`config.mk`:
```
export PLATFORM = sky130hd
export DESIGN_NAME = demux_1to4_reg_flat
export DESIGN_NICKNAME = d
export VERILOG_FILES = /design/src/rtl/demux_1to4_reg_if.sv /design/src/rtl/demux_1to4_reg.sv /design/src/flat_wrapper.sv
export SDC_FILE = /design/constraint.sdc
export NUM_CORES = 1
export LEC_CHECK = 0
export ABC_AREA = 1
export BUFFER_PORTS_ARGS = -buffer_cell sky130_fd_sc_hd__buf_2
export CELL_PAD_IN_SITES_DETAIL_PLACEMENT = 1
export CELL_PAD_IN_SITES_GLOBAL_PLACEMENT = 2
export CORE_ASPECT_RATIO = 1.25
export CORE_UTILIZATION = 32
export CTS_CLUSTER_DIAMETER = 30
export CTS_CLUSTER_SIZE = 16
export DETAILED_ROUTE_END_ITERATION = 10
export PLACE_DENSITY_LB_ADDON = 0.1
export SYNTH_ARGS = -nofsm -noshare
export SYNTH_HDL_FRONTEND = slang
export SYNTH_SLANG_ARGS = --single-unit
```
`constraint.sdc`:
```
create_clock -name clk -period 2.6 [get_ports clk]
set_input_delay 0.26 -clock clk [delete_from_list [all_inputs] [get_ports clk]]
set_output_delay 0.26 -clock clk [all_outputs]
set_load 0.01 [all_outputs]
```
`src/rtl/demux_1to4_reg_if.sv`:
```
// Stream bus for the 1-to-4 registered demux: one producer port,
// four consumer channels with valid/ready and delivery counters.
interface demux_1to4_reg_if #(
  parameter int WIDTH = 8
);
  logic [WIDTH-1:0] in_data;
  logic             in_valid;
  logic             in_ready;
  logic             s0;
  logic             s1;

  logic [WIDTH-1:0] out_a;
  logic [WIDTH-1:0] out_b;
  logic [WIDTH-1:0] out_c;
  logic [WIDTH-1:0] out_d;

  logic             valid_a;
  logic             valid_b;
  logic             valid_c;
  logic             valid_d;

  logic             ready_a;
  logic             ready_b;
  logic             ready_c;
  logic             ready_d;

  logic [7:0]       cnt_a;
  logic [7:0]       cnt_b;
  logic [7:0]       cnt_c;
  logic [7:0]       cnt_d;

  modport master (
    output in_data, in_valid, s0, s1,
    output ready_a, ready_b, ready_c, ready_d,
    input  in_ready,
    input  out_a, out_b, out_c, out_d,
    input  valid_a, valid_b, valid_c, valid_d,
    input  cnt_a, cnt_b, cnt_c, cnt_d
  );

  modport slave (
    input  in_data, in_valid, s0, s1,
    input  ready_a, ready_b, ready_c, ready_d,
    output in_ready,
    output out_a, out_b, out_c, out_d,
    output valid_a, valid_b, valid_c, valid_d,
    output cnt_a, cnt_b, cnt_c, cnt_d
  );
endinterface

```
`src/rtl/demux_1to4_reg.sv`:
```
// Registered 1-to-4 stream demux: one holding register per channel,
// so a stalled consumer only blocks words routed to it.
module demux_1to4_reg #(
  parameter int WIDTH = 8
) (
  input  logic               clk,
  input  logic               rst,
  demux_1to4_reg_if.slave    bus
);

  typedef enum logic {
    EMPTY = 1'b0,
    FULL  = 1'b1
  } state_e;

  state_e           st_q   [4];
  state_e           st_d   [4];
  logic [WIDTH-1:0] data_q [4];
  logic [WIDTH-1:0] data_d [4];
  logic [7:0]       cnt_q  [4];
  logic [7:0]       cnt_d  [4];

  logic [1:0] sel;
  logic [3:0] rdy;
  logic [3:0] full;
  logic [3:0] acc;
  logic [3:0] drn;

  assign sel = {bus.s1, bus.s0};
  assign rdy = {bus.ready_d, bus.ready_c,
                bus.ready_b, bus.ready_a};

  // A full slot can take a new word in the cycle it drains.
  assign bus.in_ready = ~full[sel] | rdy[sel];

  assign drn = full & rdy;

  always_comb begin
    acc = '0;
    if (bus.in_valid && bus.in_ready)
      acc[sel] = 1'b1;
  end

  always_ff @(posedge clk or posedge rst) begin
    if (rst) begin
      for (int i = 0; i < 4; i++) begin
        st_q[i]   <= EMPTY;
        data_q[i] <= '0;
        cnt_q[i]  <= '0;
      end
    end else begin
      for (int i = 0; i < 4; i++) begin
        st_q[i]   <= st_d[i];
        data_q[i] <= data_d[i];
        cnt_q[i]  <= cnt_d[i];
      end
    end
  end

  always_comb begin
    for (int i = 0; i < 4; i++) begin
      st_d[i]   = st_q[i];
      data_d[i] = data_q[i];
      cnt_d[i]  = cnt_q[i] + {7'd0, drn[i]};
      unique case (st_q[i])
        EMPTY: if (acc[i]) st_d[i] = FULL;
        FULL:  if (drn[i] && !acc[i]) st_d[i] = EMPTY;
        default: st_d[i] = EMPTY;
      endcase
      if (acc[i])
        data_d[i] = bus.in_data;
    end
  end

  always_comb begin
    for (int i = 0; i < 4; i++)
      full[i] = (st_q[i] == FULL);
  end

  assign bus.valid_a = full[0];
  assign bus.valid_b = full[1];
  assign bus.valid_c = full[2];
  assign bus.valid_d = full[3];

  assign bus.out_a = data_q[0];
  assign bus.out_b = data_q[1];
  assign bus.out_c = data_q[2];
  assign bus.out_d = data_q[3];

  assign bus.cnt_a = cnt_q[0];
  assign bus.cnt_b = cnt_q[1];
  assign bus.cnt_c = cnt_q[2];
  assign bus.cnt_d = cnt_q[3];

endmodule

```
`src/flat_wrapper.sv`:
```
// flat-port wrapper written by rule: the top's interface ports become plain ports
module demux_1to4_reg_flat 
#(
  parameter int WIDTH = 8
)
  (clk, rst, bus_in_data, bus_in_valid, bus_s0, bus_s1, bus_ready_a, bus_ready_b, bus_ready_c, bus_ready_d, bus_in_ready, bus_out_a, bus_out_b, bus_out_c, bus_out_d, bus_valid_a, bus_valid_b, bus_valid_c, bus_valid_d, bus_cnt_a, bus_cnt_b, bus_cnt_c, bus_cnt_d);
  demux_1to4_reg_if #(.WIDTH(WIDTH)) bus_i ();
  input  logic clk;
  input  logic rst;
  input wire logic [$bits(bus_i.in_data)-1:0] bus_in_data;
  input wire logic [$bits(bus_i.in_valid)-1:0] bus_in_valid;
  input wire logic [$bits(bus_i.s0)-1:0] bus_s0;
  input wire logic [$bits(bus_i.s1)-1:0] bus_s1;
  input wire logic [$bits(bus_i.ready_a)-1:0] bus_ready_a;
  input wire logic [$bits(bus_i.ready_b)-1:0] bus_ready_b;
  input wire logic [$bits(bus_i.ready_c)-1:0] bus_ready_c;
  input wire logic [$bits(bus_i.ready_d)-1:0] bus_ready_d;
  output wire logic [$bits(bus_i.in_ready)-1:0] bus_in_ready;
  output wire logic [$bits(bus_i.out_a)-1:0] bus_out_a;
  output wire logic [$bits(bus_i.out_b)-1:0] bus_out_b;
  output wire logic [$bits(bus_i.out_c)-1:0] bus_out_c;
  output wire logic [$bits(bus_i.out_d)-1:0] bus_out_d;
  output wire logic [$bits(bus_i.valid_a)-1:0] bus_valid_a;
  output wire logic [$bits(bus_i.valid_b)-1:0] bus_valid_b;
  output wire logic [$bits(bus_i.valid_c)-1:0] bus_valid_c;
  output wire logic [$bits(bus_i.valid_d)-1:0] bus_valid_d;
  output wire logic [$bits(bus_i.cnt_a)-1:0] bus_cnt_a;
  output wire logic [$bits(bus_i.cnt_b)-1:0] bus_cnt_b;
  output wire logic [$bits(bus_i.cnt_c)-1:0] bus_cnt_c;
  output wire logic [$bits(bus_i.cnt_d)-1:0] bus_cnt_d;
  assign bus_i.in_data = bus_in_data;
  assign bus_i.in_valid = bus_in_valid;
  assign bus_i.s0 = bus_s0;
  assign bus_i.s1 = bus_s1;
  assign bus_i.ready_a = bus_ready_a;
  assign bus_i.ready_b = bus_ready_b;
  assign bus_i.ready_c = bus_ready_c;
  assign bus_i.ready_d = bus_ready_d;
  assign bus_in_ready = bus_i.in_ready;
  assign bus_out_a = bus_i.out_a;
  assign bus_out_b = bus_i.out_b;
  assign bus_out_c = bus_i.out_c;
  assign bus_out_d = bus_i.out_d;
  assign bus_valid_a = bus_i.valid_a;
  assign bus_valid_b = bus_i.valid_b;
  assign bus_valid_c = bus_i.valid_c;
  assign bus_valid_d = bus_i.valid_d;
  assign bus_cnt_a = bus_i.cnt_a;
  assign bus_cnt_b = bus_i.cnt_b;
  assign bus_cnt_c = bus_i.cnt_c;
  assign bus_cnt_d = bus_i.cnt_d;
  demux_1to4_reg #(.WIDTH(WIDTH)) u_core (.clk(clk), .rst(rst), .bus(bus_i));
endmodule
```
==> flow_summary.toml, run 1 <==
[die]
ios = 86
die_h_um = 110
initial_core_util_pct = 32.8
core_area_um2 = 9130
die_area_um2 = 9730
die_w_um = 88.4
core.rowCount = 39

[worst_setup_path]
crit_buf_inv = 1
path_class = "flip-flop to primary output"
rr_startpoint = "u_core.bus.valid_d"
r2r-end = "u_core.bus.cnt_d[7]"
end_kind = "primary output"
cp.required_ps = 2340
crit_top_cell = "nand2_1"
cp-endpoint = "bus_in_ready"
cpPeakStageDelay_ps = 420
r2r.worst_path.cells = 7
worstPathArrival_ps = 1470
r2r_slack_ps = 1080
crit_path_start_kind = "flip-flop"
cpLargestDelayFamily = "simple AND/OR/NAND/NOR gates"
crit_fanout = 37
path_depth = 6
crit_slowest_cell = "dfrtp_1"
critPathLaunch = "u_core.bus.valid_d"
crit_chain = "nand2_1 > nand2_1 > nand2_1 > nand2_4 > nand2_8 > buf_2"

[sta]
fin_setup_tns_ps = 0
period_minus_slack_ps = 1730
fin_crit_sh_pct = 66.4
clock_skew_ps = 6.08
timing_hold_violations_final = 0
grt_setup_unrepaired = "false"
setup_violations = 0
slew_viol_final = 0
worst_pin_slew_ps = 737
clock.fmax_mhz = 579
relSlewSlack_pct = 50.9

[synth]
synth_fa_ha_area_share_pct = 3.35
syn_area_um2 = 2990
synth_top_family_by_area = "simple AND/OR/NAND/NOR gates"
synth_compound_area_share_pct = 0.670
synth-xor-area-share_pct = 7.03
syn_avg_cell_area_um2 = 10.7
synth_nets = 305
yosysSeqAreaShare_pct = 56.9
synth_cells = 280
ys.warnings.count = 0
synth-seq-cells = 68
synth.area.mux_share_pct = 0
synth_simple_gate_area_share_pct = 26.7
synth_cell_types = 27

[route]
viasPerCell = 4.62
first_pass_iters = 4
routed_wl_mm = 7.41
drcViolationCount = 0
route.vias.total = 2297
wire_per_inst_um = 14.9
drt_first_iter_violations = 93
ant_nets = 0

[global_route]
grt_pass1_wl_mm = 11.9
grt_pass1_vias = 2356
antenna_found_initial = 0
grt.total_usage_pct = 16.6
overflow = 0
grt_max_degree = 38

[power]
pwr-share-clk_pct = 33.0
power.switching_mw = 1.06
internal-power_mw = 2.32
p_leak_nw = 2.04
ir_worst_vdd_uv = 338
p_per_area_nw_per_um2 = 895
p_sw_share_pct = 31.4
combPwrFrac_pct = 22.1
pwr-share-seq_pct = 44.9

[cts]
h-tree-depth = 3
clockRootBuffer = "clkbuf_16"
cts_tree = "yes"
cts.clk_slew.worst_paths_ps = 50
clkSinkCount = 68
clock_path_buffers = 2
cts_buffers = 9
worst_skew_pair.late_latency_ps = 320

[job]
max_cap_viol_count = 0

[finish]
drive_above_1_share_pct = 31.8
nets = 395
post-route-util_pct = 41.3
antennaDiodeCount = 0
area_delta_synth_final_pct = 26.2

[placed_design]
dp_hpwl_mm = 5.33
routabilityCongestion = 0.683
io_buffer_count = 85

[worst_hold_path]
worstHoldStart = "bus_ready_b"
hp-class = "primary input to flip-flop"

[run_status]
status = "completed"
timing repair:
item                      4_1_cts  5_1_grt
gates resized for setup         0        0
buffers inserted                0        0
hold endpoints to repair        1        0
hold buffers                    1        0
state kept, by name, summed over array words and instances, names as in the netlist, 8 cells and up:
name / count
u_core.bus.out_b: 8
u_core.bus.cnt_b: 8
u_core.bus.cnt_d: 8
u_core.bus.out_c: 8
u_core.bus.out_a: 8
u_core.bus.cnt_a: 8
u_core.bus.cnt_c: 8
u_core.bus.out_d: 8
synthesized netlist by cell type (all sizes together):
cell type	count	area, µm²
nand3b	1	7.51
o21ai	4	20.0
nand3	21	160
xor2	14	123
clkinv	1	3.75
nor2	9	62.6
dfrtp	68	1700
nand2	86	359
nand4	32	200
ha	8	100
nor3	2	10.0
buf	9	92.6
xnor2	10	87.6
inv	15	61.3
metal layers:
layer	share of wire [%]	global-route usage [%]	wire [µm]
met5	0	0	0
met1	44	20.9	3280
met2	50	26.8	3720
met4	0.82	7.26	61
met3	4.6	4.10	339
through the flow:
stage               area [µm²]  power (mW)  instances  hold WS (ps)  worst slack [ps]
floorplan                 2990        1.93        280           356               628
CTS                       3770        3.45        497           140               842
global route              3770        3.62        497           164               770
detailed placement        3490        2.30        481           109              1010
global placement          3490        2.28        481           108              1050
finish                    3770        3.37        497           153               873
layout by cell type (no fill, tap or decap), drive strengths merged:
cell / n
o21ai: 4
ha: 8
nand4: 32
nor2: 9
dlygate4sd3: 1
nor3: 2
clkbuf: 13
xnor2: 10
inv: 15
clkinv: 3
dfrtp: 68
nand3b: 1
xor2: 14
buf: 87
nand3: 21
nand2: 86
cell type report:
cell class              instances  area (µm²)
flip-flops and latches         68        1700
multi-input cells             187        1130
repair buffers                 88         450
well taps                     123         154
fillers                      1074        5350
clock inverters                 2        10.0
inverters                      16        65.1
clock buffers                  13         260
how the worst min path moves through the flow:
stage / endpoint / depth (start not counted)
floorplan: u_core.bus.valid_b / 1
global placement: u_core.bus.cnt_b[7] / 2
detailed placement: u_core.bus.cnt_b[7] / 2
CTS: u_core.bus.valid_b / 2
global route: u_core.bus.valid_b / 2
finish: u_core.bus.valid_b / 2
power by group through the flow:
stage / logic, mW / clock network, mW / registers (mW)
floorplan: 0.296 / 0 / 1.63
global placement: 0.740 / 0 / 1.54
detailed placement: 0.764 / 0 / 1.54
CTS: 0.767 / 1.15 / 1.53
global route: 0.851 / 1.20 / 1.56
finish: 0.745 / 1.11 / 1.52
cell families (layout without fill, tap and decap cells):
kind of cell             Yosys count  in the layout
AND/OR/NAND/NOR                  151            151
flip-flops                        68             68
buffers and inverters             25            119
XOR/XNOR                          24             24
adder cells (fa/ha/maj)            8              8
AO/OA/AOI/OAI                      4              4
(Power assumes the default switching activity.)
==> run 2, diff against run 1 <==
- clock period: 2.6 -> 1.6 ns (I/O delays scaled with it)
==> run 2 against run 1 <==
Effect of this change:
- critical path depth rose by 1
- clock-buffer cell count shrank 1
- clock power rose by 91%
- flip-flop and latch count unchanged
- non-clock buffer count up 9
- global-route usage is 0.071 points higher
- die area unchanged
- routed wire length rose by 1.1%
- register-to-register slack worse by 950 ps
- sequential power is 62% higher
- power rose by 73%
- final area is 4.5% higher
==> flow_summary.toml, run 2 (same netlist as run 1, synthesis figures left out) <==
[worst_setup_path]
path_class = "flip-flop to flip-flop"
crit_buf_inv = 1
r2r_slack_ps = 130
cp.required_ps = 1840
crit_top_cell = "ha_2"
path_depth = 7
cpLargestDelayFamily = "flip-flops"
r2r-end = "u_core.bus.cnt_c[6]"
crit_fanout = 4
cpPeakStageDelay_ps = 400
crit_slowest_cell = "dfrtp_1"
crit_chain = "nand2_1 > inv_1 > ha_2 > ha_2 > nand3_2 > nand3b_1 > xnor2_1"
crit_path_start_kind = "flip-flop"
end_kind = "flip-flop"
cp-endpoint = "u_core.bus.cnt_c[6]"
worstPathArrival_ps = 1710
r2r.worst_path.cells = 7
rr_startpoint = "u_core.bus.valid_c"
critPathLaunch = "u_core.bus.valid_c"

[global_route]
grt.total_usage_pct = 16.6
overflow = 0
antenna_found_initial = 0
grt_max_degree = 69
grt_pass1_vias = 2374
grt_pass1_wl_mm = 12.0

[sta]
grt_setup_unrepaired = "false"
timing_hold_violations_final = 0
clock_skew_ps = 6.32
relSlewSlack_pct = 68.0
fin_hold_ws_ps = 56.3
setup_violations = 0
slew_viol_final = 0
fin_crit_sh_pct = 91.6
worst_pin_slew_ps = 480
period_minus_slack_ps = 1470
clock.fmax_mhz = 682
fin_setup_tns_ps = 0

[die]
core.rowCount = 39
ios = 86
die_area_um2 = 9730
initial_core_util_pct = 32.8
core_area_um2 = 9130
die_w_um = 88.4
die_h_um = 110

[finish]
drive_above_1_share_pct = 35.1
nets = 405
area_delta_synth_final_pct = 31.9
final_common_cell = "buf_2"
antennaDiodeCount = 0
final_cell_mix = "buf_2 (85), nand2_1 (79), dfrtp_1 (68), nand4_1 (32), nand3_1 (15)"
nFillCells = 1070

[power]
pwr-share-clk_pct = 36.3
p_leak_nw = 2.11
ir_worst_vdd_uv = 575
p_sw_share_pct = 30.4
combPwrFrac_pct = 21.6
pwr-share-seq_pct = 42.1
p_per_area_nw_per_um2 = 1480
power.switching_mw = 1.78
finalPower_mw = 5.85
internal-power_mw = 4.07

[route]
route.vias.total = 2349
ant_nets = 0
wire_per_inst_um = 14.7
first_pass_iters = 4
routed_wl_mm = 7.49
drt_first_iter_violations = 53
drcViolationCount = 0
viasPerCell = 4.62

[cts]
clkSinkCount = 68
worst_skew_pair.late_latency_ps = 330
cts.clk_slew.worst_paths_ps = 50
clock_path_buffers = 2
cts_buffers = 9
h-tree-depth = 3
clockRootBuffer = "clkbuf_16"
cts_tree = "yes"

[placed_design]
io_buffer_count = 85
dp_hpwl_mm = 5.26
routabilityCongestion = 0.723

[run_status]
status = "completed"

[job]
max_cap_viol_count = 0

[worst_hold_path]
hp-class = "primary input to flip-flop"
holdPathStages = 2
-- run 2: changes by cell type in the layout (fill, tap and decap cells not counted), moves of 2 or more --
cell,change
ha_1,-2
bufinv_16,+2
ha_2,+2
buf_4,+8
nor3_1,-2
clkinvlp_4,+2
-- run 2: power by group through the flow --
stage          clock [mW]  combinational [mW]  sequential, mW
3_3_place_gp            0                1.22            2.48
2_1_floorplan           0               0.482            2.66
4_1_cts              2.18                1.26            2.47
6_report             2.12                1.27            2.46
3_5_place_dp            0                1.25            2.49
5_1_grt              2.26                1.44            2.53
-- run 2: area by class of cell --
class / instances / area [µm²] / area share, %
Sequential cell: 68 / 1700 / 43.2
Clock inverter: 4 / 72.6 / 1.84
Timing Repair Buffer: 97 / 531 / 13.5
Tap cell: 123 / 154 / 3.90
Clock buffer: 12 / 246 / 6.25
Multi-Input combinational cell: 188 / 1170 / 29.6
Inverter: 16 / 68.8 / 1.75
-- run 2: metal layers --
| metal | track usage (%) | wire, µm |
|---|---|---|
| met5 | 0 | 0 |
| met4 | 7.60 | 95 |
| met3 | 4.10 | 361 |
| met2 | 25.5 | 3670 |
| met1 | 22.1 | 3360 |
-- run 2: repair_timing --
item                                    4_1_cts  5_1_grt
endpoints found under the setup margin        1        4
hold buffers                                  1        0
pin swaps                                     1        2
endpoints found under the hold margin        68        0
gates resized for setup                       0        6
setup buffers                                 0        5
cloned                                        1        0
-- run 2: worst reg2reg max path: cells and delay by family (launching register included) --
family	cells	cell delay, ps
XOR/XNOR	1	190
adder cells (fa/ha/maj)	2	390
buffers and inverters	1	50
flip-flops	1	400
AND/OR/NAND/NOR	3	340
-- run 2: through the flow --
step / util (%) / area (µm²) / worst slack, ps / std cells
after global placement: 38.8 / 3540 / 73.9 / 485
after detailed placement: 38.8 / 3540 / 48.6 / 485
final: 43.2 / 3940 / 134 / 508
after CTS: 42.5 / 3880 / 12.4 / 503
after floorplan: - / 2990 / 197 / 280
after global routing: 43.2 / 3940 / 8.62 / 508
-- run 2: worst min path at each step --
stage	from	end	slack, ps
finish	bus_ready_b	u_core.bus.valid_b	60
global route	bus_ready_b	u_core.bus.valid_b	70
CTS	bus_ready_b	u_core.bus.valid_b	50
detailed placement	rst	u_core.bus.cnt_b[6]	300
global placement	rst	u_core.bus.cnt_b[7]	300
floorplan	bus_ready_b	u_core.bus.valid_b	260
==> run 3, diff against run 2 <==
- CORE_UTILIZATION: 32 -> 33
- CTS_BUF_LIST: unset -> sky130_fd_sc_hd__clkbuf_8
- HOLD_SLACK_MARGIN: unset -> 0.1
==> run 3 against run 2 <==
Effect of this change:
- routed wire length is 0.99% lower
- setup slack better by 0.99 ps
- final cell count stayed put
- non-clock buffer count is 3 higher
- critical path depth is 1 lower
- via count is 1.7% higher
- register-to-register slack better by 20 ps
- sequential share of layout area is 1.3 points higher
- final area is 3.0% lower
- first-iteration DRC count is 43% higher
==> flow_summary.toml, run 3 (same netlist as run 1, synthesis figures left out) <==
[run_status]
status = "completed"

[sta]
setup_violations = 0
relSlewSlack_pct = 67.8
worst_pin_slew_ps = 483
clock.fmax_mhz = 683
slew_viol_final = 0
fin_hold_ws_ps = 124
timing_hold_violations_final = 0
period_minus_slack_ps = 1460
postLayoutSetupSlackWorst_ps = 135
fin_setup_tns_ps = 0
grt_setup_unrepaired = "false"
clock_skew_ps = 4.45
fin_crit_sh_pct = 91.6

[job]
max_cap_viol_count = 0

[power]
p_leak_nw = 2.08
combPwrFrac_pct = 25.5
pwr-share-clk_pct = 25.7
power.switching_mw = 1.68
ir_worst_vdd_uv = 573
pwr-share-seq_pct = 48.9
internal-power_mw = 3.34
finalPower_mw = 5.02
p_sw_share_pct = 33.5
p_per_area_nw_per_um2 = 1310

[die]
core_area_um2 = 8750
core.rowCount = 38
initial_core_util_pct = 34.2
die_area_um2 = 9440
die_h_um = 108
ios = 86
die_w_um = 87.1

[worst_setup_path]
crit_top_cell = "nand2_1"
cpPeakStageDelay_ps = 400
crit_chain = "nand2_1 > nand2_1 > nand2_1 > nand2_4 > nand2_8 > buf_2"
cp-endpoint = "bus_in_ready"
end_kind = "primary output"
rr_startpoint = "u_core.bus.valid_c"
crit_fanout = 8
cp.required_ps = 1440
critPathLaunch = "u_core.bus.valid_d"
r2r_slack_ps = 150
crit_path_start_kind = "flip-flop"
r2r-end = "u_core.bus.cnt_c[6]"
path_class = "flip-flop to primary output"
worstPathArrival_ps = 1300
crit_slowest_cell = "dfrtp_1"
r2r.worst_path.cells = 7

[cts]
h-tree-depth = 3
clockRootBuffer = "clkbuf_8"
clock_path_buffers = 2
worst_skew_pair.late_latency_ps = 340
clkSinkCount = 68
cts_tree = "yes"
cts.clk_slew.worst_paths_ps = 70
cts_buffers = 9

[route]
viasPerCell = 4.70
route.vias.total = 2388
drcViolationCount = 0
ant_nets = 0
wire_per_inst_um = 14.6
first_pass_iters = 4
drt_first_iter_violations = 76
routed_wl_mm = 7.41

[finish]
nFillCells = 1056
antennaDiodeCount = 0
nets = 408
post-route-util_pct = 43.7
fin_area_um2 = 3820
drive_above_1_share_pct = 33.5
final_common_cell = "buf_2"
area_delta_synth_final_pct = 27.9
fin_cells = 508
final_cell_mix = "buf_2 (85), nand2_1 (79), dfrtp_1 (68), nand4_1 (32), nand3_1 (16)"

[global_route]
overflow = 0
grt_pass1_vias = 2363
grt_pass1_wl_mm = 12.1
grt.total_usage_pct = 17.1
antenna_found_initial = 0
grt_max_degree = 69

[placed_design]
post-place-ws_ps = 82.9
place_area_um2 = 3530
io_buffer_count = 85
dp_cells = 482
dp_hpwl_mm = 5.19
routabilityCongestion = 0.718

[worst_hold_path]
hp-class = "primary input to flip-flop"
run 3: cell type report:
type	count	area, µm²	area share, %
flip-flops and latches	68	1700	44.5
multi-input cells	188	1160	30.3
repair buffers	100	563	14.7
well taps	120	150	3.93
inverters	16	68.8	1.80
clock inverters	4	16.3	0.426
clock buffers	12	165	4.32
run 3: per-layer routing:
metal | vias up | wire (µm) | global-route usage, %
li1 | 1142 | - | -
met5 | - | 0 | 0
met3 | 12 | 348 | 3.44
met4 | 0 | 155 | 8.78
met1 | 1174 | 3320 | 22.6
met2 | 60 | 3590 | 26.6
run 3: what timing repair did:
action	CTS	global route
pin swaps	1	0
resized for setup	0	3
setup buffers	0	4
setup endpoints to repair	1	3
cloned	1	0
endpoints found under the hold margin	72	0
hold buffers	5	0
run 3: how the worst min path moves through the flow:
stage	from	to	slack, ps	cells past startpoint
floorplan	bus_ready_b	u_core.bus.valid_b	260	1
global placement	rst	u_core.bus.cnt_b[7]	300	3
detailed placement	rst	u_core.bus.cnt_a[3]	310	3
CTS	bus_in_data[5]	u_core.bus.out_a[5]	110	3
global route	bus_in_data[6]	u_core.bus.out_c[6]	120	3
finish	bus_in_data[5]	u_core.bus.out_a[5]	120	3
run 3: power groups by stage:
| stage | registers (mW) | clock network [mW] | logic (mW) |
|---|---|---|---|
| 5_1_grt | 2.52 | 1.42 | 1.45 |
| 3_3_place_gp | 2.49 | 0 | 1.22 |
| 4_1_cts | 2.47 | 1.34 | 1.28 |
| 3_5_place_dp | 2.50 | 0 | 1.26 |
| 6_report | 2.45 | 1.29 | 1.28 |
| 2_1_floorplan | 2.66 | 0 | 0.482 |
run 3: worst max-delay path, delay by kind of cell, from the launching register on:
family / cells / cell delay, ps
buffers and inverters: 1 / 150
flip-flops: 1 / 400
AND/OR/NAND/NOR: 5 / 420
